$ cat config.mk
export PLATFORM = sky130hd
export DESIGN_NAME = popcount_sequencer
export DESIGN_NICKNAME = d
export VERILOG_FILES = /design/src/rtl/popcount_sequencer.sv
export SDC_FILE = /design/constraint.sdc
export NUM_CORES = 1
export LEC_CHECK = 0
export CORE_MARGIN = 2
export CORE_UTILIZATION = 44
export CTS_CLUSTER_DIAMETER = 150
export CTS_CLUSTER_SIZE = 16
export DETAILED_ROUTE_END_ITERATION = 7
export PLACE_DENSITY_LB_ADDON = 0.25
export SYNTH_ARGS = -nofsm -noshare
export SYNTH_HDL_FRONTEND = slang
export SYNTH_SLANG_ARGS = --single-unit
$ cat constraint.sdc
create_clock -name i_clk -period 7.32 [get_ports i_clk]
set_input_delay 1.098 -clock i_clk [delete_from_list [all_inputs] [get_ports i_clk]]
set_output_delay 1.098 -clock i_clk [all_outputs]
set_load 0.005 [all_outputs]
$ cat src/rtl/popcount_sequencer.sv
// Multi-cycle population count: captures one wide word, then counts it
// CHUNK_WIDTH bits per cycle through a single narrow PopCounter.

module PopCounter #(
  parameter int WIDTH = 32,
  parameter int OUT_W = $clog2(WIDTH + 1)
) (
  input  logic [WIDTH-1:0] i_data,
  output logic [OUT_W-1:0] o_count
);

  always_comb begin
    o_count = '0;
    for (int unsigned i = 0; i < WIDTH; i++) begin
      o_count = o_count + OUT_W'(i_data[i]);
    end
  end

endmodule

module popcount_sequencer #(
  parameter int DATA_WIDTH  = 256,
  parameter int CHUNK_WIDTH = 32
) (
  input  logic                            i_clk,
  input  logic                            i_rst_n,
  input  logic                            i_valid,
  output logic                            o_ready,
  input  logic [DATA_WIDTH-1:0]           i_data,
  input  logic                            i_flush,
  output logic                            o_valid,
  input  logic                            i_ready,
  output logic [$clog2(DATA_WIDTH+1)-1:0] o_data,
  output logic                            o_busy
);

  localparam int NUM_CHUNKS = DATA_WIDTH / CHUNK_WIDTH;
  localparam int CNT_W      = $clog2(DATA_WIDTH + 1);
  localparam int PC_W       = $clog2(CHUNK_WIDTH + 1);
  localparam int IDX_W      = (NUM_CHUNKS > 1) ? $clog2(NUM_CHUNKS) : 1;
  localparam logic [IDX_W-1:0] LAST_IDX = IDX_W'(NUM_CHUNKS - 1);

  if ((DATA_WIDTH % CHUNK_WIDTH) != 0 || CHUNK_WIDTH <= 0) begin : g_width_check
    $error("popcount_sequencer: DATA_WIDTH must be a multiple of CHUNK_WIDTH");
  end

  typedef enum logic [1:0] {IDLE, RUN, DONE} state_t;

  state_t                 state, state_nxt;
  logic [DATA_WIDTH-1:0]  word;
  logic [CNT_W-1:0]       acc;
  logic [CNT_W-1:0]       sum;
  logic [IDX_W-1:0]       idx;
  logic [CHUNK_WIDTH-1:0] chunk;
  logic [PC_W-1:0]        chunk_cnt;
  logic                   accept;
  logic                   last;

  assign chunk  = word[idx*CHUNK_WIDTH +: CHUNK_WIDTH];
  assign sum    = acc + CNT_W'(chunk_cnt);
  assign last   = (idx == LAST_IDX);
  // Flush outranks a new word arriving in IDLE.
  assign accept = (state == IDLE) && i_valid && !i_flush;

  PopCounter #(.WIDTH(CHUNK_WIDTH), .OUT_W(PC_W)) u_pop (
    .i_data  (chunk),
    .o_count (chunk_cnt)
  );

  always_ff @(posedge i_clk or negedge i_rst_n) begin
    if (!i_rst_n) begin
      state <= IDLE;
    end else begin
      state <= state_nxt;
    end
  end

  always_comb begin
    state_nxt = state;
    case (state)
      IDLE:    if (accept) state_nxt = RUN;
      RUN:     if (i_flush) state_nxt = IDLE;
               else if (last) state_nxt = DONE;
      DONE:    if (i_flush || i_ready) state_nxt = IDLE;
      default: state_nxt = IDLE;
    endcase
  end

  always_ff @(posedge i_clk or negedge i_rst_n) begin
    if (!i_rst_n) begin
      word   <= '0;
      acc    <= '0;
      idx    <= '0;
      o_data <= '0;
    end else begin
      case (state)
        IDLE: begin
          if (accept) begin
            word <= i_data;
            acc  <= '0;
            idx  <= '0;
          end
        end
        RUN: begin
          if (i_flush) begin
            acc <= '0;
            idx <= '0;
          end else if (last) begin
            o_data <= sum;
            acc    <= sum;
            idx    <= '0;
          end else begin
            acc <= sum;
            idx <= idx + IDX_W'(1);
          end
        end
        DONE: begin
          if (i_flush) begin
            acc <= '0;
            idx <= '0;
          end
        end
        default: begin
          acc <= '0;
          idx <= '0;
        end
      endcase
    end
  end

  assign o_ready = (state == IDLE);
  assign o_valid = (state == DONE);
  assign o_busy  = (state != IDLE);

endmodule

==> impl_metrics.csv, run 1 <==
group,metric,value,unit
floorplanning,chipHeight,185,um
setup_path,buffer_and_inverter_count_on_the_worst_path,3,
setup_path,worst_path_most_repeated_cell,"sky130_fd_sc_hd__fa_1",
global_route,remaining_global_route_overflow,0,
setup_path,type_of_origin_of_the_critical_path,"register",
floorplanning,dieArea,34100,um2
synthesis,post_synth_num_cell_types,40,
sta,hold-worst-slack,0.482,ns
sta,setup_violations,0,
detailed_routing,drc_errors,0,
setup_path,crit_arrival,7.75,ns
setup_path,critPathRequiredTime,7.77,ns
floorplanning,rows,66,
sta,timing_max_transition_violations_final,0,
detailed_routing,first_pass_iters,5,
synthesis,synthCells,841,
detailed_routing,drt-vias-per-instance,5.10,
setup_path,cp_slowest_stage_delay,0.62,ns
setup_path,critPathSlowestCell,"sky130_fd_sc_hd__fa_1",
sta,maxSlewHeadroom,28.7,%
sta,tmin_final,7.30,ns
place,portBuffers,272,
clocking,tritoncts_num_sinks,279,
clocking,insertion_delay,0.52,ns
setup_path,path_max_fanout,15,
global_route,wire_length_of_the_first_global_routing_pass,51.5,mm
detailed_routing,remaining_antenna_violation_count,0,
layout,final_cell_mix,"sky130_fd_sc_hd__dfrtp_1 (276), sky130_fd_sc_hd__clkdlybuf4s50_1 (271), sky130_fd_sc_hd__mux2_4 (229), sky130_fd_sc_hd__mux4_2 (64), sky130_fd_sc_hd__mux2_2 (52)",
synthesis,synth_top_area_share,48.6,%
synthesis,synth.cell_area,14400,um2
hold_path,hold_path_class,"reg -> reg",
synthesis,yosys.area.top_type,"sky130_fd_sc_hd__dfrtp_1",
setup_path,crit_chain,"buf_12, buf_12, mux4_2, mux2_2, fa_1, fa_1, fa_1, fa_1, inv_1, fa_1, fa_1, fa_2, fa_2, o21ai_1, a21oi_1, xnor2_1, ha_1, o211ai_1, o211a_1, or4_1, nand3_1",
floorplanning,ios,273,
global_route,global_route_usage_over_all_layers,19.9,%
setup_path,crit_family,"adder cells",
sta,timing.fmax,137,MHz
place,detailedPlace.worstSlack,-0.201,ns
clocking,cts_root_buf,"sky130_fd_sc_hd__clkbuf_16",
layout,filler_cell_count_in_the_final_layout,2536,
layout,area_growth,27.6,%
layout,final_cell_count_no_fill,1569,
synthesis,netlist_top_cells_area,"sky130_fd_sc_hd__dfrtp_1 (49%), sky130_fd_sc_hd__mux2_4 (24%), sky130_fd_sc_hd__mux4_2 (10%), sky130_fd_sc_hd__mux2_2 (4.1%), sky130_fd_sc_hd__fa_1 (3.5%)",
floorplanning,floorplan.die.width,185,um
clocking,cts_hold_repair.buffers,0,
sta,max_slew.worst_pin.slew,1.07,ns
clocking,h-tree-depth,1,
clocking,clk_transition_reported_paths,0.08,ns
setup_path,worst-setup-path-type,"reg -> reg",
layout,num-nets-final,1424,
place,final_replace_weighted_congestion,0.763,
sta,setup_tns,0,ns
layout,layout-drive-gt1-share,37.6,%
setup_path,cp-end-kind,"register",
sta,fin_crit_sh,99.7,%
sta,post-route-worst-setup-slack,0.0240,ns
detailed_routing,drt-initial-drc-count,439,
detailed_routing,postRouteWirelength,33.5,mm
outcome,status,"finished clean",
global_route,number_of_global_route_vias_before_repair,8750,
sta,hold_viol,0,
clocking,cts-buffers-inserted,21,
detailed_routing,wl_per_cell,21.3,um
synthesis,synth.yosys.warnings,0,
sta,finClkSkew,0.00995,ns
layout,layout.cells.most_common,"sky130_fd_sc_hd__dfrtp_1",
clocking,cts_tree,"done",
synthesis,postSynthNetCount,1144,
sta,grt_setup_unrepaired,"yes",
synthesis,seq_area_frac_synth,48.6,%
detailed_routing,route.vias.total,8005,
place,dpl.hpwl,24.1,mm
floorplanning,initial_core_utilization,44.5,%
synthesis,syn-mean-instance-area,17.1,um2
place,post-place-cells,1527,
global_route,grt_start_max_net_pins,148,
synthesis,synth.ff_latch_count,279,
clocking,clock_tree.buffer_depth,3,
run,max-cap-violations,0,
global_route,antenna_found_initial,5,
floorplanning,core_area,32300,um2
==> flip-flops by register name, indices dropped and copies added (netlist names) <==
register and count:
o_data 9, idx 3, acc 9, word 256, state 2
==> per-layer routing <==
layer  GRT usage [%]  vias up  share of wire [%]
met3            5.14       42                6.9
li1                -     3646                  -
met1            27.4     4093                 45
met5               0        -               0.15
met4            4.41        8                1.7
met2            31.8      216                 46
==> final cells by class <==
class,instances,area (um2),area share (%)
Antenna cell,4,10.0,0.0547
Multi-Input combinational cell,476,6870,37.5
Clock buffer,23,533,2.91
Timing Repair Buffer,309,3210,17.5
Sequential cell,279,6990,38.2
Inverter,34,128,0.697
Tap cell,442,553,3.02
Clock inverter,2,20.0,0.109
==> cell families (layout without fill, tap and decap cells) <==
family	Yosys count	count (layout)	synth area share [%]
simple gates	30	30	1.13
other cells	0	4	0
fa+ha+maj	42	42	4.97
buf+inv	86	368	3.87
xor+xnor	6	6	0.366
mux	358	358	39.0
flops	279	279	48.6
compound gates	40	40	2.04
==> path summary, 6_finish.rpt <==
path                                 from         to  slack (ns)  depth (start not counted)
min in group asynchronous         i_rst_n  word[135]        0.66                          1
worst max register to register     idx[0]     acc[7]        0.02                         21
max in group asynchronous         i_rst_n   word[91]        5.35                          2
worst min-delay path            o_data[7]  o_data[7]        0.48                          2
worst max-delay path               idx[0]     acc[7]        0.02                         21
worst min register to register  o_data[7]  o_data[7]        0.48                          2
==> metrics by stage <==
| step | area (um2) | utilization (%) |
|---|---|---|
| 6_report | 18300 | 56.7 |
| 5_1_grt | 18300 | 56.7 |
| 4_1_cts | 18200 | 56.4 |
| 3_5_place_dp | 17500 | 54.3 |
| 3_3_place_gp | 17500 | 54.3 |
| 2_1_floorplan | 14400 | - |
==> worst min-delay path, cell delays in order (launching register included) <==
cell                      delay (ns)
sky130_fd_sc_hd__dfrtp_1        0.35
sky130_fd_sc_hd__nand2_1        0.05
sky130_fd_sc_hd__nand3_1        0.05
==> cell usage after synthesis <==
library cell,n
sky130_fd_sc_hd__o21ai_0,5
sky130_fd_sc_hd__nand4bb_1,1
sky130_fd_sc_hd__mux2i_1,13
sky130_fd_sc_hd__buf_4,1
sky130_fd_sc_hd__o311ai_0,1
sky130_fd_sc_hd__and3_1,2
sky130_fd_sc_hd__o31ai_1,1
sky130_fd_sc_hd__o211ai_1,4
sky130_fd_sc_hd__inv_1,34
sky130_fd_sc_hd__o21a_1,1
sky130_fd_sc_hd__a211oi_1,2
sky130_fd_sc_hd__or4_1,4
sky130_fd_sc_hd__nand3_1,7
sky130_fd_sc_hd__xor2_1,3
sky130_fd_sc_hd__a22o_1,8
sky130_fd_sc_hd__nor2_1,3
sky130_fd_sc_hd__mux2_2,52
sky130_fd_sc_hd__mux4_2,64
sky130_fd_sc_hd__xnor2_1,3
sky130_fd_sc_hd__a21boi_0,1
sky130_fd_sc_hd__buf_2,9
sky130_fd_sc_hd__a21oi_1,7
sky130_fd_sc_hd__a21o_1,1
sky130_fd_sc_hd__buf_6,29
sky130_fd_sc_hd__mux2_4,229
sky130_fd_sc_hd__nor3b_1,2
sky130_fd_sc_hd__o21bai_1,2
sky130_fd_sc_hd__o41ai_1,1
sky130_fd_sc_hd__o2111ai_1,2
sky130_fd_sc_hd__ha_1,17
sky130_fd_sc_hd__clkbuf_1,9
sky130_fd_sc_hd__nor2b_1,1
sky130_fd_sc_hd__fa_1,25
sky130_fd_sc_hd__buf_1,4
sky130_fd_sc_hd__nor2_2,1
sky130_fd_sc_hd__nor3_1,1
sky130_fd_sc_hd__nand2_1,8
sky130_fd_sc_hd__dfrtp_1,279
sky130_fd_sc_hd__o211a_1,2
sky130_fd_sc_hd__a211o_1,2
==> timing repair <==
action	CTS	global route
pin swaps	9	6
cloned	1	1
endpoints found under the setup margin	9	9
gates resized for setup	5	9
endpoints found under the hold margin	0	0
setup buffers	6	6
Power of run 1 is not shown: default switching activity piles up to over one toggle a cycle in this logic, so the estimate is an artifact.
==> run 2, diff against run 1 <==
--- a/constraint.sdc
+++ b/constraint.sdc
@@ -3,2 +3,2 @@
 set_output_delay 1.098 -clock i_clk [all_outputs]
-set_load 0.005 [all_outputs]
+set_load 0.05 [all_outputs]
==> results of run 2 <==
Same layout as run 1: the final DEF is identical, and so are final timing and power.
Power of run 2 is left out for the same reason.
==> run 3, diff against run 2 <==
--- a/constraint.sdc
+++ b/constraint.sdc
@@ -3,2 +3,2 @@
 set_output_delay 1.098 -clock i_clk [all_outputs]
-set_load 0.05 [all_outputs]
+set_load 0.005 [all_outputs]
==> results of run 3 <==
Same layout as run 1: the final DEF is identical, and so are final timing and power.
Power of run 3 is left out for the same reason.
